--- src/rtl/rf_host_arbiter_if.sv ---
// Register-file sharing bus: pipeline writeback/decode side,
// reg_data side and host debug/loader side of rf_host_arbiter.
interface rf_host_arbiter_if;
    logic [3:0]  w_dstE;
    logic [63:0] w_valE;
    logic [3:0]  w_dstM;
    logic [63:0] w_valM;
    logic [3:0]  d_srcA;
    logic [63:0] d_valA;
    logic [3:0]  rf_dstE;
    logic [63:0] rf_valE;
    logic [3:0]  rf_dstM;
    logic [63:0] rf_valM;
    logic [3:0]  rf_srcA;
    logic [63:0] rf_valA;
    logic        pipe_hold;
    logic        host_req;
    logic [1:0]  host_op;
    logic [3:0]  host_reg;
    logic [63:0] host_wdata;
    logic        host_ack;
    logic        host_err;
    logic        host_rvalid;
    logic [3:0]  host_ridx;
    logic [63:0] host_rdata;
    logic        host_busy;

    modport master (
        output w_dstE, w_valE, w_dstM, w_valM, d_srcA,
        output rf_valA,
        output host_req, host_op, host_reg, host_wdata,
        input  d_valA, rf_dstE, rf_valE, rf_dstM, rf_valM,
        input  rf_srcA, pipe_hold,
        input  host_ack, host_err, host_rvalid,
        input  host_ridx, host_rdata, host_busy
    );

    modport slave (
        input  w_dstE, w_valE, w_dstM, w_valM, d_srcA,
        input  rf_valA,
        input  host_req, host_op, host_reg, host_wdata,
        output d_valA, rf_dstE, rf_valE, rf_dstM, rf_valM,
        output rf_srcA, pipe_hold,
        output host_ack, host_err, host_rvalid,
        output host_ridx, host_rdata, host_busy
    );
endinterface

--- src/rtl/rf_host_arbiter.sv ---
// Shares the reg_data ports between pipeline writeback and a host
// debug/loader port (single write, single read, full dump).
module rf_host_arbiter #(
    parameter int NREGS        = 15,
    parameter int DRAIN_CYCLES = 4
) (
    input logic              clock,
    input logic              resetn,
    rf_host_arbiter_if.slave bus
);
    localparam int CW = $clog2(DRAIN_CYCLES + 1);
    localparam logic [3:0] NONE = 4'hF;
    localparam logic [1:0] OP_WRITE = 2'b00;
    localparam logic [1:0] OP_READ  = 2'b01;
    localparam logic [1:0] OP_DUMP  = 2'b10;
    localparam logic [1:0] OP_RSVD  = 2'b11;

    typedef enum logic [2:0] {
        S_IDLE,
        S_DRAIN,
        S_EXEC,
        S_DUMP,
        S_ACK
    } state_t;

    state_t         state_q, state_d;
    logic [1:0]     op_q, op_d;
    logic [3:0]     reg_q, reg_d;
    logic [63:0]    wdata_q, wdata_d;
    logic           err_q, err_d;
    logic           hold_q, hold_d;
    logic [CW-1:0]  cnt_q, cnt_d;
    logic [3:0]     idx_q, idx_d;
    logic           rvalid_q, rvalid_d;
    logic [3:0]     ridx_q, ridx_d;
    logic [63:0]    rdata_q, rdata_d;
    logic           bad_req;
    logic           own;
    logic [3:0]     dstE, dstM, srcA;
    logic [63:0]    valE;

    assign bad_req = (bus.host_op == OP_RSVD) ||
                     (bus.host_op != OP_DUMP && bus.host_reg == NONE);

    always_comb begin
        state_d  = state_q;
        op_d     = op_q;
        reg_d    = reg_q;
        wdata_d  = wdata_q;
        err_d    = err_q;
        cnt_d    = cnt_q;
        idx_d    = idx_q;
        rvalid_d = 1'b0;
        ridx_d   = ridx_q;
        rdata_d  = rdata_q;
        unique case (state_q)
            S_IDLE: begin
                if (bus.host_req) begin
                    op_d    = bus.host_op;
                    reg_d   = bus.host_reg;
                    wdata_d = bus.host_wdata;
                    err_d   = bad_req;
                    cnt_d   = '0;
                    state_d = bad_req ? S_ACK : S_DRAIN;
                end
            end
            S_DRAIN: begin
                if (cnt_q == CW'(DRAIN_CYCLES - 1)) begin
                    idx_d   = '0;
                    state_d = (op_q == OP_DUMP) ? S_DUMP : S_EXEC;
                end else begin
                    cnt_d = cnt_q + CW'(1);
                end
            end
            S_EXEC: begin
                if (op_q == OP_READ) begin
                    rvalid_d = 1'b1;
                    ridx_d   = reg_q;
                    rdata_d  = bus.rf_valA;
                end
                state_d = S_ACK;
            end
            S_DUMP: begin
                rvalid_d = 1'b1;
                ridx_d   = idx_q;
                rdata_d  = bus.rf_valA;
                if (idx_q == 4'(NREGS - 1)) begin
                    state_d = S_ACK;
                end else begin
                    idx_d = idx_q + 4'd1;
                end
            end
            S_ACK: begin
                state_d = S_IDLE;
            end
            default: begin
                state_d = S_IDLE;
            end
        endcase
    end

    // Rejected requests ack without ever stalling the pipeline.
    assign hold_d = (state_d == S_DRAIN) || (state_d == S_EXEC) ||
                    (state_d == S_DUMP) ||
                    (state_d == S_ACK && !err_d);

    always_ff @(posedge clock or negedge resetn) begin
        if (!resetn) begin
            state_q  <= S_IDLE;
            op_q     <= OP_WRITE;
            reg_q    <= '0;
            wdata_q  <= '0;
            err_q    <= 1'b0;
            hold_q   <= 1'b0;
            cnt_q    <= '0;
            idx_q    <= '0;
            rvalid_q <= 1'b0;
            ridx_q   <= '0;
            rdata_q  <= '0;
        end else begin
            state_q  <= state_d;
            op_q     <= op_d;
            reg_q    <= reg_d;
            wdata_q  <= wdata_d;
            err_q    <= err_d;
            hold_q   <= hold_d;
            cnt_q    <= cnt_d;
            idx_q    <= idx_d;
            rvalid_q <= rvalid_d;
            ridx_q   <= ridx_d;
            rdata_q  <= rdata_d;
        end
    end

    // Host owns the ports only after the drain, and only for held ops.
    assign own = hold_q && (state_q != S_DRAIN);

    always_comb begin
        dstE = bus.w_dstE;
        dstM = bus.w_dstM;
        valE = bus.w_valE;
        srcA = bus.d_srcA;
        if (own) begin
            dstE = NONE;
            dstM = NONE;
            if (state_q == S_EXEC && op_q == OP_WRITE) begin
                dstE = reg_q;
                valE = wdata_q;
            end
            if (state_q == S_EXEC && op_q == OP_READ) begin
                srcA = reg_q;
            end
            if (state_q == S_DUMP) begin
                srcA = idx_q;
            end
        end
        if (!resetn) begin
            dstE = NONE;
            dstM = NONE;
        end
    end

    assign bus.rf_dstE     = dstE;
    assign bus.rf_valE     = valE;
    assign bus.rf_dstM     = dstM;
    assign bus.rf_valM     = bus.w_valM;
    assign bus.rf_srcA     = srcA;
    assign bus.d_valA      = bus.rf_valA;
    assign bus.pipe_hold   = hold_q;
    assign bus.host_ack    = (state_q == S_ACK);
    assign bus.host_err    = (state_q == S_ACK) && err_q;
    assign bus.host_busy   = (state_q != S_IDLE);
    assign bus.host_rvalid = rvalid_q;
    assign bus.host_ridx   = ridx_q;
    assign bus.host_rdata  = rdata_q;
endmodule

--- src/flat_wrapper.sv ---
// flat-port wrapper written by rule: the top's interface ports become plain ports
module rf_host_arbiter_flat 
#(
    parameter int NREGS        = 15,
    parameter int DRAIN_CYCLES = 4
)
  (clock, resetn, bus_w_dstE, bus_w_valE, bus_w_dstM, bus_w_valM, bus_d_srcA, bus_rf_valA, bus_host_req, bus_host_op, bus_host_reg, bus_host_wdata, bus_d_valA, bus_rf_dstE, bus_rf_valE, bus_rf_dstM, bus_rf_valM, bus_rf_srcA, bus_pipe_hold, bus_host_ack, bus_host_err, bus_host_rvalid, bus_host_ridx, bus_host_rdata, bus_host_busy);
  rf_host_arbiter_if bus_i ();
  input logic clock;
  input logic resetn;
  input wire logic [$bits(bus_i.w_dstE)-1:0] bus_w_dstE;
  input wire logic [$bits(bus_i.w_valE)-1:0] bus_w_valE;
  input wire logic [$bits(bus_i.w_dstM)-1:0] bus_w_dstM;
  input wire logic [$bits(bus_i.w_valM)-1:0] bus_w_valM;
  input wire logic [$bits(bus_i.d_srcA)-1:0] bus_d_srcA;
  input wire logic [$bits(bus_i.rf_valA)-1:0] bus_rf_valA;
  input wire logic [$bits(bus_i.host_req)-1:0] bus_host_req;
  input wire logic [$bits(bus_i.host_op)-1:0] bus_host_op;
  input wire logic [$bits(bus_i.host_reg)-1:0] bus_host_reg;
  input wire logic [$bits(bus_i.host_wdata)-1:0] bus_host_wdata;
  output wire logic [$bits(bus_i.d_valA)-1:0] bus_d_valA;
  output wire logic [$bits(bus_i.rf_dstE)-1:0] bus_rf_dstE;
  output wire logic [$bits(bus_i.rf_valE)-1:0] bus_rf_valE;
  output wire logic [$bits(bus_i.rf_dstM)-1:0] bus_rf_dstM;
  output wire logic [$bits(bus_i.rf_valM)-1:0] bus_rf_valM;
  output wire logic [$bits(bus_i.rf_srcA)-1:0] bus_rf_srcA;
  output wire logic [$bits(bus_i.pipe_hold)-1:0] bus_pipe_hold;
  output wire logic [$bits(bus_i.host_ack)-1:0] bus_host_ack;
  output wire logic [$bits(bus_i.host_err)-1:0] bus_host_err;
  output wire logic [$bits(bus_i.host_rvalid)-1:0] bus_host_rvalid;
  output wire logic [$bits(bus_i.host_ridx)-1:0] bus_host_ridx;
  output wire logic [$bits(bus_i.host_rdata)-1:0] bus_host_rdata;
  output wire logic [$bits(bus_i.host_busy)-1:0] bus_host_busy;
  assign bus_i.w_dstE = bus_w_dstE;
  assign bus_i.w_valE = bus_w_valE;
  assign bus_i.w_dstM = bus_w_dstM;
  assign bus_i.w_valM = bus_w_valM;
  assign bus_i.d_srcA = bus_d_srcA;
  assign bus_i.rf_valA = bus_rf_valA;
  assign bus_i.host_req = bus_host_req;
  assign bus_i.host_op = bus_host_op;
  assign bus_i.host_reg = bus_host_reg;
  assign bus_i.host_wdata = bus_host_wdata;
  assign bus_d_valA = bus_i.d_valA;
  assign bus_rf_dstE = bus_i.rf_dstE;
  assign bus_rf_valE = bus_i.rf_valE;
  assign bus_rf_dstM = bus_i.rf_dstM;
  assign bus_rf_valM = bus_i.rf_valM;
  assign bus_rf_srcA = bus_i.rf_srcA;
  assign bus_pipe_hold = bus_i.pipe_hold;
  assign bus_host_ack = bus_i.host_ack;
  assign bus_host_err = bus_i.host_err;
  assign bus_host_rvalid = bus_i.host_rvalid;
  assign bus_host_ridx = bus_i.host_ridx;
  assign bus_host_rdata = bus_i.host_rdata;
  assign bus_host_busy = bus_i.host_busy;
  rf_host_arbiter #(.NREGS(NREGS), .DRAIN_CYCLES(DRAIN_CYCLES)) u_core (.clock(clock), .resetn(resetn), .bus(bus_i));
endmodule
--- config.mk ---
export PLATFORM = sky130hd
export DESIGN_NAME = rf_host_arbiter_flat
export DESIGN_NICKNAME = d
export VERILOG_FILES = /design/src/rtl/rf_host_arbiter_if.sv /design/src/rtl/rf_host_arbiter.sv /design/src/flat_wrapper.sv
export SDC_FILE = /design/constraint.sdc
export NUM_CORES = 1
export LEC_CHECK = 0
export ABC_AREA = 1
export CORE_AREA = 10 10 205 207
export DETAILED_ROUTE_END_ITERATION = 8
export DIE_AREA = 0 0 215 217
export GPL_TIMING_DRIVEN = 1
export PLACE_DENSITY_LB_ADDON = 0.08
export SYNTH_ARGS = -nofsm -noshare
export SYNTH_HDL_FRONTEND = slang
export SYNTH_SLANG_ARGS = --single-unit
--- constraint.sdc ---
create_clock -name clock -period 1.73 [get_ports clock]
set_input_delay 0.519 -clock clock [delete_from_list [all_inputs] [get_ports clock]]
set_output_delay 0.519 -clock clock [all_outputs]
set_load 0.05 [all_outputs]
==> metrics.md <==
| Metric | Value |
|---|---|
| Power Total | `between 20 and 30 mW` |
| Relative slew slack | `76.36%` |
| Total clock sinks | `151` |
| Clk_lat worst skew | `0.44 ns` |
| CTS Buffer Depth | `2` |
| Switching share of power | `45.71%` |
| I/O Pins | `about 550` |
| Final #Nets | `1763` |
| Unrepaired setup endpoints after global routing | `yes` |
| NetSw | `12.95 mW` |
| Via count | `8113` |
| Post-synthesis net count | `approximately 1300` |
| Netlist cell types | `27` |
| Die footprint | `46660 um^2` |
| Worst-path clk slew | `roughly 0.070 ns` |
| CP cell instances | `inv_2, nand2_2, nor2_4, nand3_4, nor2_8, buf_6, clkbuf_16, nand2_1, nand2_2, buf_12` |
| Layout Skew | `0.007799 ns` |
| Fin. Hold Viols | `0` |
| Critical path's slowest cell | `dfrtp_1` |
| Critical Path RT | `1.21 ns` |
| Final setup vio count | `230` |
| Top Usage Layer GRT | `met2` |
| Met2 Usage GRT | `approximately 29%` |
| Die span in y | `217 um` |
| CTS H-tree depth | `4` |
| Final Critical Period | `2.535 ns` |
| First-pass GRT wire length | `54720 um` |
| Critical path class | `reg2out` |
| VDD IR max | `0.7752 mV` |
| Design Area, Final | `about 17000 um^2` |
| Seq/Total Area, Yosys | `46.43%` |
| Sequential fraction of design power | `24.8%` |
| Area leader, netlist | `dfrtp_1` |
| Drt wl/cell | `19.36 um` |
| Worst Path Arrival | `2.02 ns` |
| Pwr dens | `1636 nW/um^2` |
| TritonCTS clock tree | `yes` |
| Hold_buf cts | `0` |
| Pint | `between 15 and 20 mW` |
| Synth Register Bits | `approximately 150` |
| Die Wd | `215 um` |
| Number of remaining DRC errors | `0` |
| DPL Wire Length | `between 20000 and 30000 um` |
| DR iter-0 viols | `roughly 290` |
| Total Neg Setup Slack | `-84.79 ns` |
| Synthesized area per cell | `roughly 7.6 um^2` |
| Worst-Margin Slew | `0.3546 ns` |
| FMAX | `394.4 MHz` |
| GR Overflow Total | `0` |
| Initial Utilization | `21.36%` |
| CTS root buf | `clkbuf_16` |
| Final wirelength | `38960 um` |
| Cell Rows | `72` |
| Largest net degree at the start of global routing | `49` |
| Area of placed instances | `between 15000 and 20000 um^2` |
| Layout overhead on the synthesized area | `112.8%` |
| Status | `complete, but fails checks` |
| Number of port buffers | `between 400 and 500` |
| Number of global-route vias before repair | `between 8000 and 9000` |
| Synth warn | `0` |
| CP max stage delay | `approximately 0.4 ns` |
| Final Cycle Share | `146.5%` |
| Via-per-instance ratio | `4.030` |
| GRT Total Usage | `15.46%` |
| Met1 GRT Util | `16.67%` |
| Fin cells | `~2000` |
| Clock power share | `about an eighth` |
| Static leakage | `between 8 and 9 nW` |
| Fin worst setup slack | `-0.8053 ns` |
| Post-synth top area share | `46.43%` |
| Post-Syn Area | `slightly above 8000 um^2` |
| Placer Congestion | `roughly 0.75` |
| Hold WC Path Type | `in2async` |
| Area contributors post-synth | `dfrtp_1 46%, nand2_1 27%, buf_4 13%` |
| Cts bufs inserted | `17` |
| Remaining antenna violation count | `0` |
| Proportion of power drawn by combinational gates | `about 62%` |
| Max Cap Viol | `0` |
| Critical Path Fanout Max | `8` |
| First-pass DRT Iterations | `4` |
| Failing checks | `setup timing` |
| Max-slew violations | `0` |
| Core area | `38110 um^2` |
| Startpoint Class | `register` |
| Filler Cells Inserted | `3657` |
| Cells after synthesis | `1066` |
| Layout cells sized above 1 | `around 44%` |
| Most frequent CP cell | `nand2_2` |
| Placed cells | `1933` |
| Initial antenna violation count | `1` |
| Endpoint class of the critical path | `output pin` |
| GR Layer Usage met3 | `4.452%` |
## timing repair
| action | CTS | global route |
|---|---|---|
| setup buffers | 18 | 15 |
| gates resized for setup | 92 | 226 |
| pin swaps | 7 | 27 |
| cloned | 4 | 13 |
| setup endpoints to repair | 193 | 246 |
## power by group through the flow
stage | Combinational [mW] | Sequential [mW] | Clock [mW]
global route | 18.7 | 7.24 | 4.01
floorplan | 5.87 | 8.94 | 0
global placement | 15.4 | 6.70 | 0
finish | 17.6 | 7.02 | 3.74
detailed placement | 15.5 | 6.73 | 0
CTS | 16.3 | 6.70 | 3.89
## flip-flops by register name, summed over array words and instances (netlist names)
signal                  cells
u_core.bus.pipe_hold        1
u_core.wdata_q             64
u_core.idx_q                4
u_core.bus.host_ridx        4
u_core.cnt_q                3
u_core.bus.host_rdata      64
u_core.state_q              3
u_core.bus.host_rvalid      1
u_core.err_q                1
u_core.reg_q                4
u_core.op_q                 2
## through the flow
stage / hold slack (ns) / utilization [%] / worst slack (ns)
final: 0.06305 / 45.45 / -0.8053
after global routing: 0.04439 / 45.44 / -0.9115
after global placement: 0.4550 / 39.90 / -0.3972
after floorplan: 0.2234 / - / -0.3016
after CTS: 0.02653 / 42.46 / -0.8330
after detailed placement: 0.4583 / 39.90 / -0.4269
## layout by cell type, fill, tap and decap left out, drive strengths merged
cell	netlist	final
nand2	592	592
buf	166	354
clkdlybuf4s50	0	166
dfrtp	151	151
o21ai	74	74
dlygate4sd2	0	45
clkbuf	14	31
inv	17	20
nor2	17	17
nand3	14	14
ha	5	5
clkinv	0	5
a21oi	5	5
or2	4	4
clkinvlp	0	3
diode	0	1
nand3b	1	1
o21a	1	1
nor3	1	1
nor4	1	1
xor2	1	1
o22ai	1	1
nand4	1	1
bufinv	0	1
## path summary, 6_finish.rpt
path                                             endpoint  cells past startpoint          startpoint  slack (ns)
worst max-delay path                      bus_rf_valE[36]                     10   u_core.state_q[2]       -0.81
worst min-delay path                   u_core.wdata_q[56]                      2              resetn        0.06
worst max register to register  u_core.bus.host_rdata[54]                     14   u_core.state_q[1]       -0.23
worst min register to register         u_core.wdata_q[56]                      2  u_core.wdata_q[56]        0.47
max in group asynchronous               u_core.wdata_q[4]                      4              resetn        0.79
min in group clock                     u_core.wdata_q[56]                      2  u_core.wdata_q[56]        0.47
## final cells by class
type,count,area [um^2],share of cell area (%)
Clock inverter,11,95.09,0.5491
Antenna cell,1,2.502,0.01445
Multi-Input combinational cell,718,4192,24.20
Tap cell,518,648.1,3.742
Clock buffer,21,480.5,2.774
Sequential cell,151,3781,21.83
Inverter,17,90.09,0.5202
Timing Repair Buffer,575,8018,46.30
Timing Repair inverter,1,11.26,0.06502
## cells in the mapped netlist
cell / instances
nand2_1: 588
dfrtp_1: 151
buf_4: 137
o21ai_0: 53
o21ai_1: 21
buf_6: 19
clkbuf_1: 14
nor2_1: 14
inv_1: 13
nand3_1: 13
buf_2: 9
a21oi_1: 5
ha_1: 5
inv_2: 4
nand2_2: 4
or2_2: 4
nor2_4: 2
buf_1: 1
nand3_4: 1
nand3b_4: 1
nand4_1: 1
nor2_8: 1
nor3_1: 1
nor4_1: 1
o21a_1: 1
o22ai_1: 1
xor2_1: 1
## per-layer routing
metal / vias to the layer above / share of wire (%)
met1: 3869 / 38
met2: 200 / 55
met4: 2 / 1.4
met5: - / 0.033
met3: 45 / 5.3
li1: 3997 / -
## cells by family (layout without fill, tap and decap cells)
family | after synthesis | count (layout) | share of synthesized area [%]
AO/OA/AOI/OAI | 81 | 81 | 5.027
XOR/XNOR | 1 | 1 | 0.1076
adder cells (fa/ha/maj) | 5 | 5 | 0.7686
buffers and inverters | 197 | 625 | 17.29
flip-flops | 151 | 151 | 46.43
other | 0 | 1 | 0
AND/OR/NAND/NOR | 631 | 631 | 30.38
## worst max-delay path, delay by kind of cell (launching register included)
kind,cells,cell delay [ns]
buf+inv,4,0.53
flops,1,0.39
simple gates,6,0.66
(Power assumes the default switching activity.)
